==> src/rtl/sprite_motion_pkg.sv <==
`default_nettype none
// ============================================================================
// Module      : sprite_motion_pkg
// Description : Game configuration that all sprite instances share. It holds
//               the visible screen size. The target and the torpedo each use
//               one sprite_motion instance. Collision between them is the AND
//               of their sprite_hit outputs, formed outside this block.
// Revision    : 1.0  initial release
// ============================================================================
package sprite_motion_pkg;

    // Visible raster area. The sprite origin must lie inside this area to be
    // reported as on-screen.
    localparam int SCREEN_WIDTH  = 640;
    localparam int SCREEN_HEIGHT = 480;

endpackage : sprite_motion_pkg
`default_nettype wire

==> src/rtl/sprite_motion_strobe_gen.sv <==
`default_nettype none
// ============================================================================
// Module      : strobe_gen
// Description : Free-running divider. The counter wraps modulo 2^WIDTH.
//               strobe is high in each cycle where the counter is zero.
// Ports       : clk    - clock
//               reset  - synchronous active-high reset (counter to 0)
//               strobe - one-cycle pulse once every 2^WIDTH cycles
// Revision    : 1.0  initial release
// ============================================================================
module strobe_gen #(
    parameter int WIDTH = 20
) (
    input  logic clk,
    input  logic reset,
    output logic strobe
);

    logic [WIDTH-1:0] r_count;

    always_ff @(posedge clk) begin
        if (reset) begin
            r_count <= '0;
        end else begin
            r_count <= r_count + 1'b1;
        end
    end

    // The pulse is decoded from the count. Because of this, it is high in the
    // first cycle after reset.
    assign strobe = (r_count == '0);

endmodule : strobe_gen
`default_nettype wire

==> src/rtl/sprite_motion.sv <==
`default_nettype none
// ============================================================================
// Module      : sprite_motion
// Description : Position and velocity registers for one sprite. The position
//               advances by the stored velocity on each divider strobe when
//               update is enabled. The block also gives an on-screen flag and
//               a registered raster hit test.
// Ports       : clk, reset              - clock, synchronous active-high reset
//               sprite_write_xy/_x/_y   - load position (priority over motion)
//               sprite_write_dxy/_dx/_dy- load signed velocity
//               sprite_enable_update    - allow motion on strobe
//               pixel_x, pixel_y        - current raster coordinate
//               sprite_x, sprite_y      - current position
//               sprite_within_screen    - origin inside the visible area
//               sprite_hit              - raster inside sprite (1 cycle late)
// Revision    : 1.0  initial release
// ============================================================================
module sprite_motion
    import sprite_motion_pkg::*;
#(
    parameter int X_WIDTH          = 10,
    parameter int Y_WIDTH          = 10,
    parameter int DXY_WIDTH        = 3,
    parameter int SPRITE_W         = 8,
    parameter int SPRITE_H         = 8,
    parameter int STROBE_CNT_WIDTH = 20
) (
    input  logic                 clk,
    input  logic                 reset,
    input  logic                 sprite_write_xy,
    input  logic [X_WIDTH-1:0]   sprite_write_x,
    input  logic [Y_WIDTH-1:0]   sprite_write_y,
    input  logic                 sprite_write_dxy,
    input  logic [DXY_WIDTH-1:0] sprite_write_dx,
    input  logic [DXY_WIDTH-1:0] sprite_write_dy,
    input  logic                 sprite_enable_update,
    input  logic [X_WIDTH-1:0]   pixel_x,
    input  logic [Y_WIDTH-1:0]   pixel_y,
    output logic [X_WIDTH-1:0]   sprite_x,
    output logic [Y_WIDTH-1:0]   sprite_y,
    output logic                 sprite_within_screen,
    output logic                 sprite_hit
);

    logic                 w_strobe;
    logic [X_WIDTH-1:0]   r_x;
    logic [Y_WIDTH-1:0]   r_y;
    logic [DXY_WIDTH-1:0] r_dx;
    logic [DXY_WIDTH-1:0] r_dy;
    logic                 r_hit;

    // The divider does not look at the write or enable inputs, so the
    // strobe phase depends only on the time since reset.
    strobe_gen #(
        .WIDTH (STROBE_CNT_WIDTH)
    ) u_strobe_gen (
        .clk    (clk),
        .reset  (reset),
        .strobe (w_strobe)
    );

    // Sign-extend the velocity to the position width. The add then wraps
    // naturally modulo 2^WIDTH.
    logic [X_WIDTH-1:0] w_dx_ext;
    logic [Y_WIDTH-1:0] w_dy_ext;
    assign w_dx_ext = {{(X_WIDTH-DXY_WIDTH){r_dx[DXY_WIDTH-1]}}, r_dx};
    assign w_dy_ext = {{(Y_WIDTH-DXY_WIDTH){r_dy[DXY_WIDTH-1]}}, r_dy};

    // A write load has priority over motion. Motion uses the velocity held
    // before any velocity write in the same cycle.
    always_ff @(posedge clk) begin
        if (reset) begin
            r_x <= '0;
            r_y <= '0;
        end else if (sprite_write_xy) begin
            r_x <= sprite_write_x;
            r_y <= sprite_write_y;
        end else if (w_strobe && sprite_enable_update) begin
            r_x <= r_x + w_dx_ext;
            r_y <= r_y + w_dy_ext;
        end
    end

    always_ff @(posedge clk) begin
        if (reset) begin
            r_dx <= '0;
            r_dy <= '0;
        end else if (sprite_write_dxy) begin
            r_dx <= sprite_write_dx;
            r_dy <= sprite_write_dy;
        end
    end

    // The hit rectangle is compared with one extra bit. A sprite near the
    // right or bottom edge therefore does not wrap back onto column or row 0.
    logic [X_WIDTH:0] w_sx, w_px, w_x_end;
    logic [Y_WIDTH:0] w_sy, w_py, w_y_end;
    logic             w_hit;
    assign w_sx    = {1'b0, r_x};
    assign w_px    = {1'b0, pixel_x};
    assign w_x_end = w_sx + (X_WIDTH+1)'(SPRITE_W);
    assign w_sy    = {1'b0, r_y};
    assign w_py    = {1'b0, pixel_y};
    assign w_y_end = w_sy + (Y_WIDTH+1)'(SPRITE_H);
    assign w_hit   = (w_sx <= w_px) && (w_px < w_x_end) &&
                     (w_sy <= w_py) && (w_py < w_y_end);

    always_ff @(posedge clk) begin
        if (reset) begin
            r_hit <= 1'b0;
        end else begin
            r_hit <= w_hit;
        end
    end

    assign sprite_x   = r_x;
    assign sprite_y   = r_y;
    assign sprite_hit = r_hit;

    // A move left or up past zero wraps to a large value. Such a position
    // reads as off-screen.
    assign sprite_within_screen = (r_x < X_WIDTH'(SCREEN_WIDTH)) &&
                                  (r_y < Y_WIDTH'(SCREEN_HEIGHT));

endmodule : sprite_motion
`default_nettype wire

==> config.mk <==
export PLATFORM = sky130hd
export DESIGN_NAME = sprite_motion
export DESIGN_NICKNAME = d
export VERILOG_FILES = /design/src/rtl/sprite_motion_pkg.sv /design/src/rtl/sprite_motion_strobe_gen.sv /design/src/rtl/sprite_motion.sv
export SDC_FILE = /design/constraint.sdc
export NUM_CORES = 1
export LEC_CHECK = 0
export CAP_MARGIN = 40
export CORE_ASPECT_RATIO = 0.8
export CORE_MARGIN = 4
export CORE_UTILIZATION = 33
export CTS_BUF_LIST = sky130_fd_sc_hd__clkbuf_8
export CTS_CLUSTER_SIZE = 20
export DETAILED_ROUTE_END_ITERATION = 16
export PLACE_DENSITY = 0.56
export SLEW_MARGIN = 10
export SYNTH_ARGS = -nofsm -noshare
export SYNTH_HDL_FRONTEND = slang
export SYNTH_SLANG_ARGS = --single-unit
==> constraint.sdc <==
create_clock -name clk -period 6.8 [get_ports clk]
set_input_delay 1.02 -clock clk [delete_from_list [all_inputs] [get_ports clk]]
set_output_delay 1.02 -clock clk [all_outputs]
set_load 0.02 [all_outputs]
==> run summary, run 1 <==
Status: complete, no violations
CTS Buf Count: 5
GRT Total Usage: 14.1%
Layout Skew: 0.00361 ns
Setup Slack @ Placement: 3.23 ns
Post-DRT Antenna Nets: 0
Max clock buf depth: 2
Max-slew violations: 0
DP Wirelength: 7.50 mm
Setup violations, final: 0
HP Class: reg -> reg
N_diodes: 0
Synth area leader: dfxtp_1
Critical path class: in -> reg
Synth top area share: 25.0%
Netlist Area Pre-Place: 3760 um2
Final nets: 633
Worst Hold Launch: u_strobe_gen.r_count[0]$_SDFF_PP0_
Combinational Power Share: 30.8%
Fin crit period: 3.24 ns
H-tree depth: 2
Drt total wl: 9.49 mm
Syn Nets: 565
Sw Ratio: 33.4%
Seq cells post-synth: 47
Placer's final routability congestion estimate: 0.839
Crit-path max FO: 23
Unique masters post-synth: 43
Global route total overflow: 0
Seq/Total Area, Yosys: 25.0%
Flop pwr share: 44.1%
Share of post-route cells with drive strength above 1: 3.08%
DR DRC count: 0
Worst reg2reg path depth: 11
Least-Margin Pin Slew: 0.859 ns
LEAKAGE: 0.00201 uW
Fmax: 308 MHz
Power per cell area: 152 nW/um2
PortBufs: 72
Clk pwr share: 25.1%
IO Pins: 73
Largest net degree at the start of global routing: 44
Critical Path Source Type: primary input
Die Span X: 127 um
Internal: 477 uW
Initial DRC Count: 163
Setup WS post-layout: 3.56 ns
Area delta synth->final: 25.2%
WL/cell: 14.3 um
Cells after synthesis: 450
Via Count: 3312
Worst IR Drop VDD: 0.106 mV
Worst Hold End: u_strobe_gen.r_count[0]$_SDFF_PP0_
First-pass GRT wire length: 15.1 mm
Reg2Reg Setup Slack: 4.14 ns
Worst EP arrival: 3.48 ns
Cts hold-fix bufs: 0
Std cell rows: 34
Slew HR: 42.5%
Vias in the first global route: 3019
Setup repair after global routing missed its margin: no
Post-CTS Setup Repair Bufs: 0
Initial antenna violation count: 0
Switching pwr: 239 uW
Hold depth: 1
Endpoints failing hold: 0
Reg-to-reg startpoint: sprite_x[3]$_SDFFE_PP0P_
Syn Area/Cell: 8.35 um2
Drt via density: 5.00
Synth warn: 0
Clock Latency Late Sink: 0.30 ns
Max-cap viol count: 0
Post-CTS Resized: 0
Die area: 13200 um2
Core region area: 11000 um2
Fin crit share: 47.7%
Worst Path Required: 7.04 ns
Die span in y: 103 um
First-pass DRT Iterations: 5
Clock slew at reported path FFs: 0.10 ns
Largest cells by area after synthesis: dfxtp_1, ha_1, xor2_1
CTS tree: built
Setup_tns: 0 ns
Crit. End Element: flip-flop
Initial core utilization: 34.1%
R2R Path End: sprite_hit$_SDFF_PP0_
Clk root buf: clkbuf_8
CTS sink count: 47
power by group through the flow:
stage	Combinational [uW]	Clock [uW]	Sequential, uW
2_1_floorplan	127	0	326
3_3_place_gp	217	0	322
3_5_place_dp	221	0	323
4_1_cts	223	187	316
5_1_grt	247	200	320
6_report	220	180	316
cells in the mapped netlist (all sizes together):
cell type / n
a2111oi: 2
a211oi: 19
a21o: 9
a21oi: 21
a222oi: 5
a22oi: 9
a31oi: 2
and2: 3
and3: 7
and4: 2
and4b: 1
buf: 8
clkbuf: 4
dfxtp: 47
fa: 2
ha: 62
inv: 42
mux2i: 6
nand2: 18
nand2b: 2
nand3: 17
nand4: 10
nor2: 46
nor2b: 13
nor3: 8
nor4: 1
nor4b: 2
o2111ai: 1
o211ai: 2
o21a: 1
o21ai: 23
o21bai: 1
o31ai: 1
or2: 3
or3: 2
or4: 2
xnor2: 20
xor2: 26
flip-flops by register name, summed over array words and instances, names as in the netlist:
| signal | count |
|---|---|
| u_strobe_gen.r_count | 20 |
| sprite_x | 10 |
| sprite_y | 10 |
| r_dy | 3 |
| r_dx | 3 |
| sprite_hit | 1 |
worst max path at each step:
| stage | from | end | slack [ns] | depth (start not counted) |
|---|---|---|---|---|
| 3_5_place_dp | sprite_write_xy | sprite_x[5]$_SDFFE_PP0P_ | 3.23 | 5 |
| 4_1_cts | sprite_write_xy | sprite_x[5]$_SDFFE_PP0P_ | 3.58 | 5 |
| 5_1_grt | sprite_write_xy | sprite_y[5]$_SDFFE_PP0P_ | 3.36 | 5 |
| 6_report | sprite_write_xy | sprite_y[6]$_SDFFE_PP0P_ | 3.56 | 5 |
| 3_3_place_gp | sprite_write_xy | sprite_y[8]$_SDFFE_PP0P_ | 3.29 | 5 |
| 2_1_floorplan | pixel_x[7] | sprite_hit$_SDFF_PP0_ | 4.42 | 7 |
worst max-delay path, stage by stage:
cell and delay (ns):
clkdlybuf4s50_1 0.86, a21oi_2 0.72, nor2b_1 0.57, a22oi_1 0.18, o21ai_1 0.11
final cells by class:
cell class	count	area [um2]
Fill cell	1104	6320
Clock inverter	3	22.5
Inverter	42	158
Clock buffer	5	68.8
Sequential cell	47	941
Tap cell	144	180
Timing Repair Buffer	73	728
Multi-Input combinational cell	349	2600
placed cells by master (no fill, tap or decap), drive strengths merged, types with 2 or more instances in the layout:
master / netlist / layout
and2: 3 / 3
nor2: 46 / 46
nand2: 18 / 18
or3: 2 / 2
nor2b: 13 / 13
nor3: 8 / 8
clkbuf: 4 / 5
o21ai: 23 / 23
mux2i: 6 / 6
and3: 7 / 7
or2: 3 / 3
inv: 42 / 44
xnor2: 20 / 20
a21oi: 21 / 21
and4: 2 / 2
o211ai: 2 / 2
a211oi: 19 / 19
nand4: 10 / 10
ha: 62 / 62
fa: 2 / 2
nand3: 17 / 17
nand2b: 2 / 2
or4: 2 / 2
a222oi: 5 / 5
a31oi: 2 / 2
xor2: 26 / 26
clkdlybuf4s50: 0 / 72
nor4b: 2 / 2
a2111oi: 2 / 2
dfxtp: 47 / 47
a21o: 9 / 9
a22oi: 9 / 9
routing by layer:
metal / wire [um] / share of wire (%) / global-route usage [%] / up-vias
met5: 0 / 0 / 0 / -
met4: 82 / 0.86 / 2.23 / 0
met3: 637 / 6.7 / 3.13 / 8
met2: 4090 / 43 / 22.2 / 86
met1: 4680 / 49 / 20.3 / 1487
li1: - / - / - / 1731
metrics by stage:
stage	std cells	hold WS, ns	total power, uW	area, um2	utilization [%]
after CTS	663	0.500	726	4700	42.7
after floorplan	450	0.441	453	3760	-
final	663	0.495	716	4700	42.7
after detailed placement	655	0.477	544	4610	41.8
after global routing	663	0.536	767	4700	42.7
after global placement	655	0.461	540	4610	41.8
kinds of logic after synthesis:
kind of cell / count (synthesis) / share of synthesized area, %
muxes: 6 / 1.60
adders and majority gates: 64 / 21.7
and+or+nand+nor: 137 / 18.6
DFF: 47 / 25.0
xor gates and xnor gates: 46 / 10.7
buffers and inverters: 54 / 5.63
AOI/OAI and AO/OA: 96 / 16.7
No activity file was read; power rests on OpenSTA's default activity.
==> run 2, diff against run 1 <==
--- a/config.mk
+++ b/config.mk
@@ -12,7 +12,7 @@
 export CTS_BUF_LIST = sky130_fd_sc_hd__clkbuf_8
 export CTS_CLUSTER_SIZE = 20
 export DETAILED_ROUTE_END_ITERATION = 16
-export PLACE_DENSITY = 0.56
+export PLACE_DENSITY = 0.58
 export SLEW_MARGIN = 10
 export SYNTH_ARGS = -nofsm -noshare
 export SYNTH_HDL_FRONTEND = slang
==> constraint.sdc (replaced) <==
create_clock -name clk -period 2.74 [get_ports clk]
set_input_delay 0.411 -clock clk [delete_from_list [all_inputs] [get_ports clk]]
set_output_delay 0.411 -clock clk [all_outputs]
set_load 0.02 [all_outputs]
==> run summary, run 2 (synthesis gave the netlist of run 1 again) <==
LEAKAGE: 0.00205 uW (+2.2%)
Status: complete, no violations
Crit path cell chain: and3_1 -> nand3_1 -> xor2_1 -> ha_1 -> and4_1 -> nand2_1 -> a31oi_1 -> o31ai_1 -> o21ai_1 -> a211oi_1
Endpoints failing hold: 0 (unchanged)
Crit. End Element: flip-flop
Reg2Reg Setup Slack: 0.23 ns (-3.91 ns)
Commonest non-fill, non-tap cell in the layout: clkdlybuf4s50_1
Max-cap viol count: 0 (unchanged)
Area delta synth->final: 26.9%
Placed cell count: 664 (+1.4%)
Cts hold-fix bufs: 0 (unchanged)
FILL cells: 1092 (-1.1%)
PortBufs: 72 (unchanged)
Placer's final routability congestion estimate: 0.851 (+1.4%)
H-tree depth: 2 (unchanged)
Clock Latency Late Sink: 0.31 ns (about the same)
Critical path class: reg -> reg
Via Count: 3366 (+1.6%)
Number of flip-flops under the largest register name: 20 (unchanged)
CTS sink count: 47 (unchanged)
Fin crit share: 91.8%
IO Pins: 73 (unchanged)
Max clock buf depth: 2 (unchanged)
Core region area: 11000 um2 (unchanged)
CTS tree: built
Post-CTS Resized: 0 (unchanged)
Share of post-route cells with drive strength above 1: 4.55% (+1.5 points)
Worst Path Required: 2.97 ns (-4.07 ns)
N_diodes: 0 (unchanged)
Post-DRT Antenna Nets: 0 (unchanged)
Least-Margin Pin Slew: 0.646 ns (-0.214 ns)
Initial antenna violation count: 0 (unchanged)
Clk root buf: clkbuf_8
Cell Area, Placed: 4680 um2 (+1.5%)
Final nets: 642 (+1.4%)
Largest register by flop count: u_strobe_gen.r_count
Register Area: 941 um2 (unchanged)
Drt via density: 5.01 (+0.27%)
Layout Skew: 0.0154 ns (+0.0117 ns)
CP top delay family: compound AO/OA/AOI/OAI gates
Final core utilization: 43.3% (+0.59 points)
Clock slew at reported path FFs: 0.10 ns (about the same)
HP Class: reg -> reg
Slew HR: 57.0% (+14 points)
Post-CTS Setup Repair Bufs: 0 (unchanged)
Crit-path max FO: 7 (-70%)
DP Wirelength: 7.86 mm (+4.8%)
Final non-filler cell area: 4770 um2 (+1.4%)
DR DRC count: 0 (unchanged)
Std cell rows: 34 (unchanged)
First-pass DRT Iterations: 5 (unchanged)
GRT Total Usage: 15.1% (+1.0 points)
Die span in y: 103 um (unchanged)
Area of the multi-input gates: 2600 um2 (unchanged)
Initial DRC Count: 158 (-3.1%)
Critical Path Source Type: flip-flop
Most frequent cells in the layout: clkdlybuf4s50_1, ha_1, dfxtp_1, nor2_1, inv_1
Power per cell area: 374 nW/um2 (+150%)
Die Span X: 127 um (unchanged)
Drt total wl: 9.83 mm (+3.6%)
Finished Layout Cells: 672 (+1.4%)
Setup repair after global routing missed its margin: no
Setup_tns: 0 ns (unchanged)
Largest net degree at the start of global routing: 32 (-27%)
Die area: 13200 um2 (unchanged)
Fmax: 398 MHz
Critical-path top delay cell: dfxtp_1
Global route total overflow: 0 (unchanged)
CTS Buf Count: 5 (unchanged)
First-pass GRT wire length: 16.2 mm (+7.2%)
Setup violations, final: 0 (unchanged)
Worst IR Drop VDD: 0.256 mV (+140%)
Vias in the first global route: 3298 (+9.2%)
WL/cell: 14.6 um (+2.2%)
Fin crit period: 2.51 ns
Worst EP arrival: 2.74 ns (-0.74 ns)
Initial core utilization: 34.1% (unchanged)
Max-slew violations: 0 (unchanged)
Buffers and inverters on the worst path: 0 (-1)
Max incr delay on CP: 0.53 ns (-0.33 ns)
[run 2: cell count changes in the layout (fill, tap and decap cells not counted)]
| cell | before | now |
|---|---|---|
| buf_4 | 1 | 10 |
| clkinvlp_4 | 0 | 1 |
| inv_1 | 42 | 43 |
| clkinv_2 | 1 | 0 |
| inv_6 | 2 | 1 |
[run 2: final timing paths]
| kind | startpoint | to | depth (start not counted) |
|---|---|---|---|
| worst max-delay path | sprite_x[6]$_SDFFE_PP0P_ | sprite_hit$_SDFF_PP0_ | 10 |
| worst min-delay path | u_strobe_gen.r_count[0]$_SDFF_PP0_ | u_strobe_gen.r_count[0]$_SDFF_PP0_ | 1 |
| worst max register to register | sprite_x[6]$_SDFFE_PP0P_ | sprite_hit$_SDFF_PP0_ | 10 |
| worst min register to register | u_strobe_gen.r_count[0]$_SDFF_PP0_ | u_strobe_gen.r_count[0]$_SDFF_PP0_ | 1 |
[run 2: power by group]
group          internal (uW)  leakage (uW)  switching (uW)
Sequential               718      0.000385            51.0
Clock                    180     0.0000460             255
Combinational            292       0.00162             287
[run 2: area by class of cell]
| class | instances | area share (%) |
|---|---|---|
| multi-input combinational | 349 | 54.6 |
| sequential | 47 | 19.7 |
| timing repair buffer | 82 | 16.7 |
| tap | 144 | 3.78 |
| inverter | 42 | 3.31 |
| clock buffer | 5 | 1.44 |
| clock inverter | 3 | 0.420 |
[run 2: per-stage QoR]
stage          worst slack [ns]  hold slack [ns]  total power, uW
2_1_floorplan             0.373            0.441             1120
3_3_place_gp              0.194            0.458             1350
3_5_place_dp              0.100            0.469             1360
4_1_cts                   0.200            0.490             1800
5_1_grt                 0.00682            0.534             1900
6_report                  0.225            0.491             1780
[run 2: routing by layer]
layer / routed length, um / global-route usage, % / up-vias
li1: - / - / 1753
met4: 67 / 2.72 / 0
met1: 4950 / 20.5 / 1533
met3: 440 / 3.03 / 6
met5: 0 / 0 / -
met2: 4370 / 25.5 / 74
==> run 3, diff against run 2 <==
--- a/config.mk
+++ b/config.mk
@@ -5,8 +5,9 @@
 export SDC_FILE = /design/constraint.sdc
 export NUM_CORES = 1
 export LEC_CHECK = 0
+export ABC_CLOCK_PERIOD_IN_PS = 2740
 export CAP_MARGIN = 40
-export CORE_ASPECT_RATIO = 0.8
+export CORE_ASPECT_RATIO = 0.5
 export CORE_MARGIN = 4
 export CORE_UTILIZATION = 33
 export CTS_BUF_LIST = sky130_fd_sc_hd__clkbuf_8
==> run summary, run 3 (synthesis gave the netlist of run 1 again) <==
Global route total overflow: 0 (unchanged)
Via Count: 3317 (-1.5%)
Post-DRT Antenna Nets: 0 (unchanged)
Vias in the first global route: 3289 (-0.27%)
Fin crit share: 91.2% (-0.55 points)
Post-CTS Setup Repair Bufs: 0 (unchanged)
Clock slew at reported path FFs: 0.10 ns (about the same)
Layout Skew: 0.00847 ns (-0.00688 ns)
IO Pins: 73 (unchanged)
Worst EP arrival: 2.74 ns (about the same)
Clk root buf: clkbuf_8
Most frequent cells in the layout: clkdlybuf4s50_1, ha_1, dfxtp_1, nor2_1, inv_1
Std cell rows: 27 (-21%)
Max clock buf depth: 2 (unchanged)
LEAKAGE: 0.00208 uW (+1.4%)
Setup violations, final: 0 (unchanged)
Drt via density: 4.91 (-1.9%)
Crit-path max FO: 7 (unchanged)
HP Class: reg -> reg
First-pass GRT wire length: 15.8 mm (-2.6%)
Clock Latency Late Sink: 0.31 ns (about the same)
Worst IR Drop VDD: 0.210 mV (-18%)
CTS tree: built
Drt total wl: 9.24 mm (-6.0%)
Crit path cell chain: ha_1 -> and3_1 -> nand3_1 -> xor2_1 -> ha_1 -> and4_1 -> and2_1 -> o31ai_1 -> o21ai_1 -> a211oi_1
Die Span X: 159 um (+25%)
Max incr delay on CP: 0.45 ns (-0.08 ns)
CTS Buf Count: 5 (unchanged)
Crit. End Element: flip-flop
GRT Total Usage: 14.1% (-1.0 points)
Die area: 13300 um2 (+0.71%)
Endpoints failing hold: 0 (unchanged)
PortBufs: 72 (unchanged)
H-tree depth: 2 (unchanged)
Worst hold margin: 0.492 ns (+0.000625 ns)
Least-Margin Pin Slew: 0.728 ns (+0.0825 ns)
Fin crit period: 2.50 ns (-0.0150 ns)
Fmax: 400 MHz (+0.60%)
Initial core utilization: 34.0% (-0.089 points)
Final core utilization: 43.7% (+0.46 points)
CTS sink count: 47 (unchanged)
Largest net degree at the start of global routing: 23 (-28%)
Initial antenna violation count: 0 (unchanged)
Critical Path Source Type: flip-flop
Worst Path Required: 2.98 ns (about the same)
Slew HR: 51.4% (-5.6 points)
Max-slew violations: 0 (unchanged)
Power per cell area: 407 nW/um2 (+8.9%)
Setup repair after global routing missed its margin: no
Area delta synth->final: 28.6%
Crit path top cell by count: ha_1
Setup_tns: 0 ns (unchanged)
FILL cells: 1107 (+1.4%)
Number of flip-flops under the largest register name: 20 (unchanged)
Max-cap viol count: 0 (unchanged)
Core region area: 11000 um2 (+0.26%)
Final nets: 644 (+0.31%)
First-pass DRT Iterations: 4 (-1)
Largest register by flop count: u_strobe_gen.r_count
N_diodes: 0 (unchanged)
Critical path class: reg -> reg
DP Wirelength: 7.38 mm (-6.1%)
Share of post-route cells with drive strength above 1: 5.09% (+0.55 points)
DR DRC count: 0 (unchanged)
Commonest non-fill, non-tap cell in the layout: clkdlybuf4s50_1
Die span in y: 83.4 um (-19%)
Critical-path top delay cell: dfxtp_1
Status: complete, no violations
Post-CTS Resized: 0 (unchanged)
WL/cell: 13.7 um (-6.4%)
Cts hold-fix bufs: 0 (unchanged)
Placer's final routability congestion estimate: 0.809 (-4.9%)
Initial DRC Count: 182 (+15%)
==> run 3: cell types whose count changed in the layout (fill, tap and decap cells not counted) <==
| cell | before | now |
|---|---|---|
| inv_1 | 43 | 42 |
| inv_6 | 1 | 0 |
| bufinv_16 | 0 | 2 |
| buf_4 | 10 | 12 |
==> run 3: worst paths after layout <==
check / startpoint / endpoint / slack [ns] / cells past startpoint
setup / recovery: sprite_x[4]$_SDFFE_PP0P_ / sprite_hit$_SDFF_PP0_ / 0.24 / 10
hold reg to reg: u_strobe_gen.r_count[0]$_SDFF_PP0_ / u_strobe_gen.r_count[0]$_SDFF_PP0_ / 0.49 / 1
hold / removal: u_strobe_gen.r_count[0]$_SDFF_PP0_ / u_strobe_gen.r_count[0]$_SDFF_PP0_ / 0.49 / 1
setup reg to reg: sprite_x[4]$_SDFFE_PP0P_ / sprite_hit$_SDFF_PP0_ / 0.24 / 10
==> run 3: power by group <==
part	total [uW]	switching, uW	internal, uW	leakage, uW
sequential	766	47.9	718	0.000385
combinational	579	285	294	0.00163
clock	624	260	364	0.0000644
total	1970	592	1380	0.00208
==> run 3: final cells by class <==
class                   instances  area (um2)  area share (%)
multi-input cells             349        2600            53.9
inverters                      42         158            3.26
flip-flops and latches         47         941            19.5
clock buffers                   5        68.8            1.42
repair buffers                 84         811            16.8
well taps                     145         181            3.76
clock inverters                 3        67.6            1.40
==> run 3: worst max-delay path: cells and delay by family, from the launching register on <==
kind | cells | cell delay (ns)
and+or+nand+nor | 4 | 0.71
AOI/OAI and AO/OA | 3 | 0.56
adders and majority gates | 2 | 0.54
DFF | 1 | 0.45
xor gates and xnor gates | 1 | 0.17
==> run 3: metal layers <==
metal / vias up / GRT usage (%) / part of all wire, %
met5: - / 0 / 0
met4: 0 / 2.36 / 0.64
met3: 6 / 3.22 / 4.1
met2: 47 / 23.7 / 46
met1: 1506 / 18.9 / 49
li1: 1758 / - / -
==> run 3: through the flow <==
step                      area [um2]  worst slack [ns]  total power (uW)  std cells
after floorplan                 3760             0.373              1120        450
after global placement          4690             0.270              1360        667
after CTS                       4830             0.226              1990        675
after global routing            4830            0.0476              2090        675
final                           4830             0.240              1970        675
after detailed placement        4690             0.249              1370        667
